--- config.mk ---
export PLATFORM = sky130hd
export DESIGN_NAME = spi_slave_trx_char
export DESIGN_NICKNAME = d
export VERILOG_FILES = /design/src/rtl/spi_pkg.sv /design/src/rtl/spi_in_sync.sv /design/src/rtl/spi_slave_trx_char.sv
export SDC_FILE = /design/constraint.sdc
export NUM_CORES = 1
export LEC_CHECK = 0
export ABC_CLOCK_PERIOD_IN_PS = 4150
export BUFFER_PORTS_ARGS = -buffer_cell sky130_fd_sc_hd__buf_2
export CAP_MARGIN = 20
export CORE_MARGIN = 2
export CORE_UTILIZATION = 60
export DETAILED_ROUTE_END_ITERATION = 10
export MAX_ROUTING_LAYER = met4
export PLACE_DENSITY_LB_ADDON = 0.3
export SKIP_LAST_GASP = 1
export SYNTH_ARGS = -nofsm -noshare
export SYNTH_HDL_FRONTEND = slang
export SYNTH_HIERARCHICAL = 1
export SYNTH_SLANG_ARGS = --single-unit
export TNS_END_PERCENT = 50
--- constraint.sdc ---
create_clock -name S_SYSCLK -period 4.15 [get_ports S_SYSCLK]
set_input_delay 0.83 -clock S_SYSCLK [delete_from_list [all_inputs] [get_ports S_SYSCLK]]
set_output_delay 0.83 -clock S_SYSCLK [all_outputs]
set_load 0.01 [all_outputs]
--- src/rtl/spi_pkg.sv ---
// Shared types and constants for the SPI target character transceiver.
package spi_pkg;

  typedef enum logic [1:0] {
    ST_IDLE  = 2'd0,
    ST_LOAD  = 2'd1,
    ST_SHIFT = 2'd2
  } spi_state_e;

  // Encoded as {CPHA, CPOL}
  typedef enum logic [1:0] {
    MODE0 = 2'b00,
    MODE2 = 2'b01,
    MODE1 = 2'b10,
    MODE3 = 2'b11
  } spi_mode_e;

  localparam int unsigned CHAR_LEN_MIN = 3;
  localparam int unsigned CHAR_LEN_MAX = 15;

  // Keeps an out-of-range length inside both the protocol range and the data path width.
  function automatic logic [3:0] clamp_len(input logic [3:0] len, input int unsigned nbits);
    int unsigned top;
    int unsigned l;
    top = ((nbits - 1) < CHAR_LEN_MAX) ? (nbits - 1) : CHAR_LEN_MAX;
    l   = 32'(len);
    if (l < CHAR_LEN_MIN) return 4'(CHAR_LEN_MIN);
    if (l > top)          return 4'(top);
    return len;
  endfunction

  function automatic logic sample_on_rise(input spi_mode_e m);
    return (m == MODE0) || (m == MODE3);
  endfunction

endpackage

--- src/rtl/spi_in_sync.sv ---
// Multi-flop synchronizer for one asynchronous SPI pin, with rise/fall event pulses.
module spi_in_sync #(
  parameter int unsigned SYNC_STAGES = 2,
  parameter logic        RESET_VAL   = 1'b0
) (
  input  logic clk_i,
  input  logic rst_ni,
  input  logic async_i,
  output logic level_o,
  output logic rise_o,
  output logic fall_o
);

  logic [SYNC_STAGES-1:0] sync_q;
  logic                   prev_q;

  always_ff @(posedge clk_i or negedge rst_ni) begin
    if (!rst_ni) begin
      sync_q <= {SYNC_STAGES{RESET_VAL}};
      prev_q <= RESET_VAL;
    end else begin
      sync_q <= {sync_q[SYNC_STAGES-2:0], async_i};
      prev_q <= sync_q[SYNC_STAGES-1];
    end
  end

  assign level_o = sync_q[SYNC_STAGES-1];
  assign rise_o  = level_o & ~prev_q;
  assign fall_o  = ~level_o & prev_q;

endmodule

--- src/rtl/spi_slave_trx_char.sv ---
// SPI target single-character transceiver, all four CPOL/CPHA modes, 4..16-bit characters.
// Optional sticky error flags with macro SPI_SLAVE_ERR_EN.
module spi_slave_trx_char
  import spi_pkg::*;
#(
  parameter int unsigned CHAR_NBITS  = 16,
  parameter int unsigned SYNC_STAGES = 2
) (
  input  logic                  S_SYSCLK,
  input  logic                  S_RESETN,
  input  logic                  S_ENABLE,
  input  logic                  S_CPOL,
  input  logic                  S_CPHA,
  input  logic                  S_REV,
  input  logic [3:0]            S_CHAR_LEN,
  input  logic                  S_SPI_SCK,
  input  logic                  S_SPI_CS_N,
  input  logic                  S_SPI_MOSI,
  output logic                  S_SPI_MISO,
  output logic                  S_SPI_MISO_OE,
  input  logic [CHAR_NBITS-1:0] S_WCHAR,
  input  logic                  S_WCHAR_VALID,
  output logic                  S_WCHAR_READY,
  output logic [CHAR_NBITS-1:0] S_RCHAR,
  output logic                  S_RCHAR_VALID,
  input  logic                  S_RCHAR_READY
`ifdef SPI_SLAVE_ERR_EN
  ,
  output logic                  S_OVERRUN,
  output logic                  S_UNDERRUN,
  input  logic                  S_ERR_CLR
`endif
);

  logic sck_level, sck_rise, sck_fall;
  logic cs_level, cs_rise, cs_fall;
  logic mosi_level, mosi_rise, mosi_fall;

  spi_in_sync #(.SYNC_STAGES(SYNC_STAGES), .RESET_VAL(1'b0)) u_sync_sck (
    .clk_i(S_SYSCLK), .rst_ni(S_RESETN), .async_i(S_SPI_SCK),
    .level_o(sck_level), .rise_o(sck_rise), .fall_o(sck_fall)
  );

  spi_in_sync #(.SYNC_STAGES(SYNC_STAGES), .RESET_VAL(1'b1)) u_sync_cs (
    .clk_i(S_SYSCLK), .rst_ni(S_RESETN), .async_i(S_SPI_CS_N),
    .level_o(cs_level), .rise_o(cs_rise), .fall_o(cs_fall)
  );

  spi_in_sync #(.SYNC_STAGES(SYNC_STAGES), .RESET_VAL(1'b0)) u_sync_mosi (
    .clk_i(S_SYSCLK), .rst_ni(S_RESETN), .async_i(S_SPI_MOSI),
    .level_o(mosi_level), .rise_o(mosi_rise), .fall_o(mosi_fall)
  );

  logic unused_sync;
  assign unused_sync = ^{sck_level, mosi_rise, mosi_fall};

  spi_state_e            state_q, state_d;
  spi_mode_e             mode_q, mode_d;
  logic                  rev_q, rev_d;
  logic [3:0]            len_q, len_d;
  logic [3:0]            bit_cnt_q, bit_cnt_d;
  logic                  done_q, done_d;
  logic [CHAR_NBITS-1:0] tx_sh_q, tx_sh_d;
  logic [CHAR_NBITS-1:0] rx_sh_q, rx_sh_d;
  logic                  miso_q, miso_d;
  logic                  oe_q, oe_d;
  logic [CHAR_NBITS-1:0] hold_q, hold_d;
  logic                  hold_full_q, hold_full_d;
  logic [CHAR_NBITS-1:0] rchar_q, rchar_d;
  logic                  rvalid_q, rvalid_d;

  logic                  wr_ready;
  logic                  sample_ev, drive_ev;
  logic [CHAR_NBITS-1:0] tx_word;
  logic [3:0]            ld_len;

  assign wr_ready  = ~hold_full_q & (state_q != ST_LOAD);
  assign sample_ev = sample_on_rise(mode_q) ? sck_rise : sck_fall;
  assign drive_ev  = sample_on_rise(mode_q) ? sck_fall : sck_rise;
  assign ld_len    = clamp_len(S_CHAR_LEN, CHAR_NBITS);

  always_comb begin
    state_d     = state_q;
    mode_d      = mode_q;
    rev_d       = rev_q;
    len_d       = len_q;
    bit_cnt_d   = bit_cnt_q;
    done_d      = 1'b0;
    tx_sh_d     = tx_sh_q;
    rx_sh_d     = rx_sh_q;
    miso_d      = miso_q;
    oe_d        = oe_q;
    hold_d      = hold_q;
    hold_full_d = hold_full_q;
    rchar_d     = rchar_q;
    rvalid_d    = rvalid_q;
    tx_word     = hold_full_q ? hold_q : '1;

    if (wr_ready && S_WCHAR_VALID) begin
      hold_d      = S_WCHAR;
      hold_full_d = 1'b1;
    end
    if (rvalid_q && S_RCHAR_READY) rvalid_d = 1'b0;

    unique case (state_q)
      ST_IDLE: begin
        oe_d      = 1'b0;
        bit_cnt_d = '0;
        if (S_ENABLE && cs_fall) state_d = ST_LOAD;
      end
      ST_LOAD: begin
        hold_full_d = 1'b0;
        mode_d      = spi_mode_e'({S_CPHA, S_CPOL});
        rev_d       = S_REV;
        len_d       = ld_len;
        bit_cnt_d   = '0;
        rx_sh_d     = '0;
        oe_d        = 1'b1;
        // CPHA=0 has no leading drive edge, so the first bit is presented right here.
        if (S_CPHA) begin
          tx_sh_d = tx_word;
        end else begin
          miso_d  = S_REV ? tx_word[ld_len] : tx_word[0];
          tx_sh_d = S_REV ? (tx_word << 1) : (tx_word >> 1);
        end
        state_d = ST_SHIFT;
      end
      ST_SHIFT: begin
        if (done_q) begin
          rchar_d   = rx_sh_q;
          rvalid_d  = 1'b1;
          bit_cnt_d = '0;
          if (cs_level) begin
            state_d = ST_IDLE;
            oe_d    = 1'b0;
          end else begin
            state_d = ST_LOAD;
          end
        end else if (cs_rise) begin
          state_d = ST_IDLE;
          oe_d    = 1'b0;
        end else if (sample_ev) begin
          if (rev_q) rx_sh_d[len_q - bit_cnt_q] = mosi_level;
          else       rx_sh_d[bit_cnt_q]         = mosi_level;
          if (bit_cnt_q == len_q) done_d    = 1'b1;
          else                    bit_cnt_d = bit_cnt_q + 4'd1;
        end else if (drive_ev && (mode_q[1] || (bit_cnt_q != '0))) begin
          // CPHA=0: the drive edge trailing the last sample of a character belongs to the preload.
          miso_d  = rev_q ? tx_sh_q[len_q] : tx_sh_q[0];
          tx_sh_d = rev_q ? (tx_sh_q << 1) : (tx_sh_q >> 1);
        end
      end
      default: state_d = ST_IDLE;
    endcase

    if (!S_ENABLE) begin
      state_d = ST_IDLE;
      oe_d    = 1'b0;
      done_d  = 1'b0;
    end
  end

  always_ff @(posedge S_SYSCLK or negedge S_RESETN) begin
    if (!S_RESETN) begin
      state_q     <= ST_IDLE;
      mode_q      <= MODE0;
      rev_q       <= 1'b0;
      len_q       <= '0;
      bit_cnt_q   <= '0;
      done_q      <= 1'b0;
      tx_sh_q     <= '0;
      rx_sh_q     <= '0;
      miso_q      <= 1'b0;
      oe_q        <= 1'b0;
      hold_q      <= '0;
      hold_full_q <= 1'b0;
      rchar_q     <= '0;
      rvalid_q    <= 1'b0;
    end else begin
      state_q     <= state_d;
      mode_q      <= mode_d;
      rev_q       <= rev_d;
      len_q       <= len_d;
      bit_cnt_q   <= bit_cnt_d;
      done_q      <= done_d;
      tx_sh_q     <= tx_sh_d;
      rx_sh_q     <= rx_sh_d;
      miso_q      <= miso_d;
      oe_q        <= oe_d;
      hold_q      <= hold_d;
      hold_full_q <= hold_full_d;
      rchar_q     <= rchar_d;
      rvalid_q    <= rvalid_d;
    end
  end

  assign S_SPI_MISO    = miso_q;
  assign S_SPI_MISO_OE = oe_q;
  assign S_WCHAR_READY = wr_ready;
  assign S_RCHAR       = rchar_q;
  assign S_RCHAR_VALID = rvalid_q;

`ifdef SPI_SLAVE_ERR_EN
  logic ovr_q, und_q;
  logic ovr_set, und_set;

  assign und_set = (state_q == ST_LOAD) && !hold_full_q;
  assign ovr_set = (state_q == ST_SHIFT) && done_q && rvalid_q && !S_RCHAR_READY;

  always_ff @(posedge S_SYSCLK or negedge S_RESETN) begin
    if (!S_RESETN) begin
      ovr_q <= 1'b0;
      und_q <= 1'b0;
    end else begin
      ovr_q <= ovr_set | (ovr_q & ~S_ERR_CLR);
      und_q <= und_set | (und_q & ~S_ERR_CLR);
    end
  end

  assign S_OVERRUN  = ovr_q;
  assign S_UNDERRUN = und_q;
`endif

endmodule

After elaboration in Yosys (flattened, before gate mapping)
Cells that the tools add are included.
{"block": "word_totals", "reg_bits": 90, "in_bits": 31, "out_inout_bits": 20, "wordCells": 142}
{"block": "classes", "add_sub_neg": 2, "order_cmp": 7, "eq_ne": 18, "muxes": 64, "bitwise_logic": 10, "reduce_logical": 22}
{"operator": "$mux 16", "count": 12}
{"operator": "$pmux 16 s2", "count": 2}
{"operator": "$bwmux 16", "count": 2}
{"operator": "$mux 1", "count": 30}
{"operator": "$mux 4", "count": 6}
{"operator": "$lt 4x5->1 const B", "count": 4}
{"operator": "$ne 2x2->1 const B", "count": 6}
{"operator": "$ne 3x3->1 const B", "count": 4}
{"operator": "$bmux 1 s4", "count": 2}
{"operator": "$demux 1 s4", "count": 2}
{"operator": "$ge 4x1->1 const B", "count": 2}
{"operator": "$mux 2", "count": 4}
{"operator": "$pmux 4 s2", "count": 1}
{"operator": "$reduce_and 4->1", "count": 2}
{"operator": "$logic_and 1x1->1", "count": 6}
{"operator": "$pmux 2 s3", "count": 1}
{"operator": "$reduce_and 6->1", "count": 1}
{"operator": "$reduce_bool 2->1", "count": 3}
{"operator": "$and 1x1->1", "count": 5}
{"operator": "$not 1->1", "count": 5}
{"operator": "$reduce_and 5->1", "count": 1}
{"operator": "$add 4x1->4 const B", "count": 1}
{"operator": "$eq 2x2->1 const B", "count": 2}
{"operator": "$eq 4x4->1", "count": 1}
{"operator": "other kinds (15)", "count": 18}

Depth between registers and ports, before layout
{"block": "logic_depth", "depth_word": 11, "mapped_depth": 10, "mapped_depth_nobuf": 10}

Hierarchy
Netlist, hierarchy kept.
{"mod": "spi_slave_trx_char", "n_inst": 1, "cells_per_inst": 496, "area_each_um2": 5006.1, "seq_area_each_um2": 2052.0}
{"mod": "spi_in_sync (u_sync_mosi ...)", "n_inst": 2, "cells_per_inst": 5, "area_each_um2": 90.1, "seq_area_each_um2": 75.1}
{"mod": "spi_in_sync (u_sync_cs)", "n_inst": 1, "cells_per_inst": 5, "area_each_um2": 93.8, "seq_area_each_um2": 78.8}

Worst setup path after synthesis
Ideal clock, no wire load.
{"block": "synth_timing", "path_kind": "register to register", "from": "reg len_q[0]", "to": "reg rx_sh_q[12]", "setup_ps": 87, "arrival_ps": 2194, "required_ps": 4063, "slack_ps": 1870, "path_stages_with_launch": 11, "path_buffers": 0, "period_less_slack_ps": 2280, "cell_sequence": "dfrtp_1 > inv_1 > ha_1 > inv_2 > fa_1 > xnor2_1 > nor2_1 > nand2_1 > mux2i_1 > or2_0 > o211ai_1"}
{"block": "synth_between", "elab_chain_cells": 11, "word_cells_on_any_way": 12, "cone_classes": "1 x add/sub; 2 x order compare; 8 x mux; 1 x reduce/logical"}
{"item": "start: declaration", "line": "spi_slave_trx_char.sv:60", "source": "logic [3:0] len_q, len_d;"}
{"item": "start signal: assignment", "line": "spi_slave_trx_char.sv:183", "source": "len_q <= len_d;"}
{"item": "$sub 4x4->4 *", "line": "spi_slave_trx_char.sv:143", "source": "if (rev_q) rx_sh_d[len_q - bit_cnt_q] = mosi_level;"}
{"item": "$lt 4x5->1 (implied by the code) / $ge 4x1->1 (equally long branches)", "line": "spi_slave_trx_char.sv:143"}
{"item": "$logic_and 1x1->1 (implied by the code)", "line": "spi_slave_trx_char.sv:143"}
{"item": "$mux 1 (implied by the code)", "line": "spi_slave_trx_char.sv:143"}
{"item": "$demux 1 s4 *", "line": "spi_slave_trx_char.sv:143"}
{"item": "$bwmux 16 *", "line": "spi_slave_trx_char.sv:143"}
{"item": "$mux 16 *", "line": "spi_slave_trx_char.sv:143"}
{"item": "$mux 16 *", "line": "spi_slave_trx_char.sv:142", "source": "end else if (sample_ev) begin"}
{"item": "$mux 16 *", "line": "spi_slave_trx_char.sv:139", "source": "end else if (cs_rise) begin"}
{"item": "$mux 16 *", "line": "spi_slave_trx_char.sv:129", "source": "if (done_q) begin"}
{"item": "$pmux 16 s2 *", "line": "spi_slave_trx_char.sv:105", "source": "unique case (state_q)"}
{"item": "end signal: assignment", "line": "spi_slave_trx_char.sv:187", "source": "rx_sh_q <= rx_sh_d;"}
{"item": "end: declaration", "line": "spi_slave_trx_char.sv:64", "source": "logic [CHAR_NBITS-1:0] rx_sh_q, rx_sh_d;"}
Every way passes the cells marked *; elsewhere a longest branch is shown, timed or not. The select of a mux whose other input is x is not followed.
A chain may end at the register's enable or synchronous reset.

Final worst setup path
{"block": "layout_timing", "from": "reg state_q[0]", "to": "reg miso_q, in the netlist S_SPI_MISO"}
{"block": "layout_between", "elab_chain_cells": 3, "word_cells_on_any_way": 10, "cone_classes": "7 x eq/ne; 1 x mux; 2 x reduce/logical"}
{"item": "start: declaration", "line": "spi_slave_trx_char.sv:57", "source": "spi_state_e state_q, state_d;"}
{"item": "start signal: assignment", "line": "spi_slave_trx_char.sv:180", "source": "state_q <= state_d;"}
{"item": "$eq 2x1->1 / $eq 2x2->1 (equally long branches)", "line": "spi_slave_trx_char.sv:105"}
{"item": "$ne 2x2->1 (no line) / $reduce_bool 2->1 (equally long branches)"}
{"item": "$reduce_and 6->1 (no line)"}
{"item": "end signal: assignment", "line": "spi_slave_trx_char.sv:188", "source": "miso_q <= miso_d;"}
{"item": "end: declaration", "line": "spi_slave_trx_char.sv:65", "source": "logic miso_q, miso_d;"}
Several ways; a longest one is shown, not always the timed one.

==> metrics <==
status finished, final reports clean; maximum vdd drop 399.8 uV; slew margin rel. 30.64%; Initial DRT Pass Iterations 5; Synth Warn # 6; Num CTS Buffers 9; Non-Filler Instances 659; global-route wire length before repair 19020 um; PortBufs 50; pwr/cell area ~630 nW/um^2; Cell Area, Synth around 5200 um^2; Root Buffer clkbuf_8; CTS tree yes; Pint 0.002170 W; Least-Margin Pin Slew 1.038 ns; CTS max path bufs 2; Tot GR Track Use 25.34%; Starting Density 60.98%; switching part of the total 40.10%; final wirelength 11260 um; final setup fails 0; final worst path period need 2.899 ns; NumNets Final 590; CTS sink cnt 90; Fin Clk Skew 0.01210 ns; MaxCap Viol Count 0; cells after synthesis 508; worst-path fanout max 33; Logic pwr share between 40% and 50%; CP Launch Type flip-flop; full die area 9497 um^2; slowest CP cell a31oi_4; crit path DAT between 3 and 4 ns; GRT overflow 0; DRT iter0 DRCs roughly 300; crit-path cells inv_1 > ha_1 > buf_4 > nor2b_1 > a31oi_4 > a21oi_2 > a21boi_1 > a31oi_1; endpoint class of the critical path flip-flop; fmax 344.9 MHz; Vias/cell slightly above 6; leakage 2.685 nW; Routed Antenna Nets 0; fin. max-slew vios 0; final setup TNS 0 ns; Post-Syn Area per Cell between 10 and 15 um^2; ant diodes 0; WL/cell 17.09 um; vias ~4100; max incr delay on CP roughly 0.69 ns; Clk pwr share 18.5%; post_cts resized 0; post-route DRC violation count 0; # IOs just over 50; register area ~2300 um^2; Die Span Y 97.45 um; fillers 686; Fin. Hold Viols 0; Rows 34; Hold Crit Class flip-flop to flip-flop; GP Congestion 0.9506; Net Switching 0.001453 W; Worst-path clk slew 0.08 ns; final worst path period share a little over two thirds; unrepaired setup endpoints after global routing no; critical path class flip-flop to flip-flop; share of cells above drive strength 1 21.96%; vias in the first global route 3973; Setup Buffers After CTS 0; hold buffers post-CTS 0; initial antenna violation count 0; dpl cells 641; Reg2Reg Setup Slack 1.25 ns; post-DP HPWL around 7900 um; largest net degree at the start of global routing between 90 and 100; Flop pwr share about two fifths; area grow syn2layout 10.10%; WP data required 4.43 ns; die extent in x 97.45 um; core area 8593 um^2; syn_nets 552; H-tree Lvls 3; area occupied by multi-input gates between 2000 and 3000 um^2; Skew-Pair Late Insertion Delay between 0.3 and 0.4 ns
==> path summary, 6_finish.rpt <==
check,to,cells after the start,from
worst max-delay path,S_SPI_MISO,8,state_q[0]
worst min-delay path,u_sync_mosi/sync_q[1],0,u_sync_mosi/sync_q[0]
worst max register to register,S_SPI_MISO,8,state_q[0]
worst min register to register,u_sync_mosi/sync_q[1],0,u_sync_mosi/sync_q[0]
max in group asynchronous,u_sync_cs/sync_q[0],2,S_RESETN
min in group asynchronous,S_RCHAR[4],1,S_RESETN
==> area by class of cell <==
cell class,count,share of cell area (%)
clock inverters,4,1.323
inverters,15,0.9759
well taps,108,2.342
flip-flops and latches,90,39.10
multi-input cells,377,48.28
repair buffers,53,5.465
clock buffers,12,2.516
==> routing by layer <==
metal / vias up / track usage (%) / wire length [um]
li1: 1933 / - / -
met3: 23 / 3.669 / 523
met2: 132 / 40.37 / 5618
met5: - / - / 0
met4: 0 / 9.188 / 209
met1: 1996 / 33.40 / 4912
==> power by group through the flow <==
stage | Combinational [W] | Clock [W] | Sequential, W
floorplan | 0.00128 | 0 | 0.00130
global placement | 0.00138 | 0 | 0.00144
detailed placement | 0.00144 | 0 | 0.00146
CTS | 0.00146 | 0.000682 | 0.00144
global route | 0.00169 | 0.000721 | 0.00145
finish | 0.00154 | 0.000669 | 0.00141
==> worst max-delay path: cells and delay by family, from the launching register on <==
kind / cells / cell delay [ns]
AND/OR/NAND/NOR: 1 / 0.16
AO/OA/AOI/OAI: 4 / 1.12
buffers and inverters: 2 / 0.49
flip-flops: 1 / 0.43
adder cells (fa/ha/maj): 1 / 0.62
==> flip-flops by register name (all words and copies together) (netlist names), 2 cells and up <==
register / flops
u_sync_sck/sync_q: 2
S_RCHAR: 16
state_q: 2
len_q: 4
hold_q: 16
rx_sh_q: 16
mode_q: 2
u_sync_cs/sync_q: 2
u_sync_mosi/sync_q: 2
tx_sh_q: 16
bit_cnt_q: 4
==> cell usage in the layout (no fill, tap or decap), types with 5 or more instances in the layout <==
cell and instances:
a21o_1 16, a21oi_1 10, a221oi_1 17, a31oi_1 5, buf_2 49, clkbuf_8 10, dfrtp_1 87, ha_1 12
inv_1 14, mux2_2 38, mux2i_1 51, nand2_1 58, nand2b_1 8, nand3_1 7, nor2_1 31, nor2b_1 9
nor3_1 5, o211ai_1 14, o21ai_0 31, o22ai_1 5, or2_0 6, or3_1 5
==> stage by stage <==
step                area, um^2  hold WS [ns]  power, W  utilization, %  worst slack, ns
global placement          5493        0.3338  0.002825           63.92            1.432
detailed placement        5493        0.3403  0.002904           63.92            1.324
global route              5769        0.3640  0.003859           67.14           0.9984
CTS                       5714        0.3612  0.003584           66.50            1.275
floorplan                 5240        0.3312  0.002577               -            1.870
finish                    5769        0.3570  0.003623           67.14            1.251
Note: power is estimated with default switching activity, not from simulation.
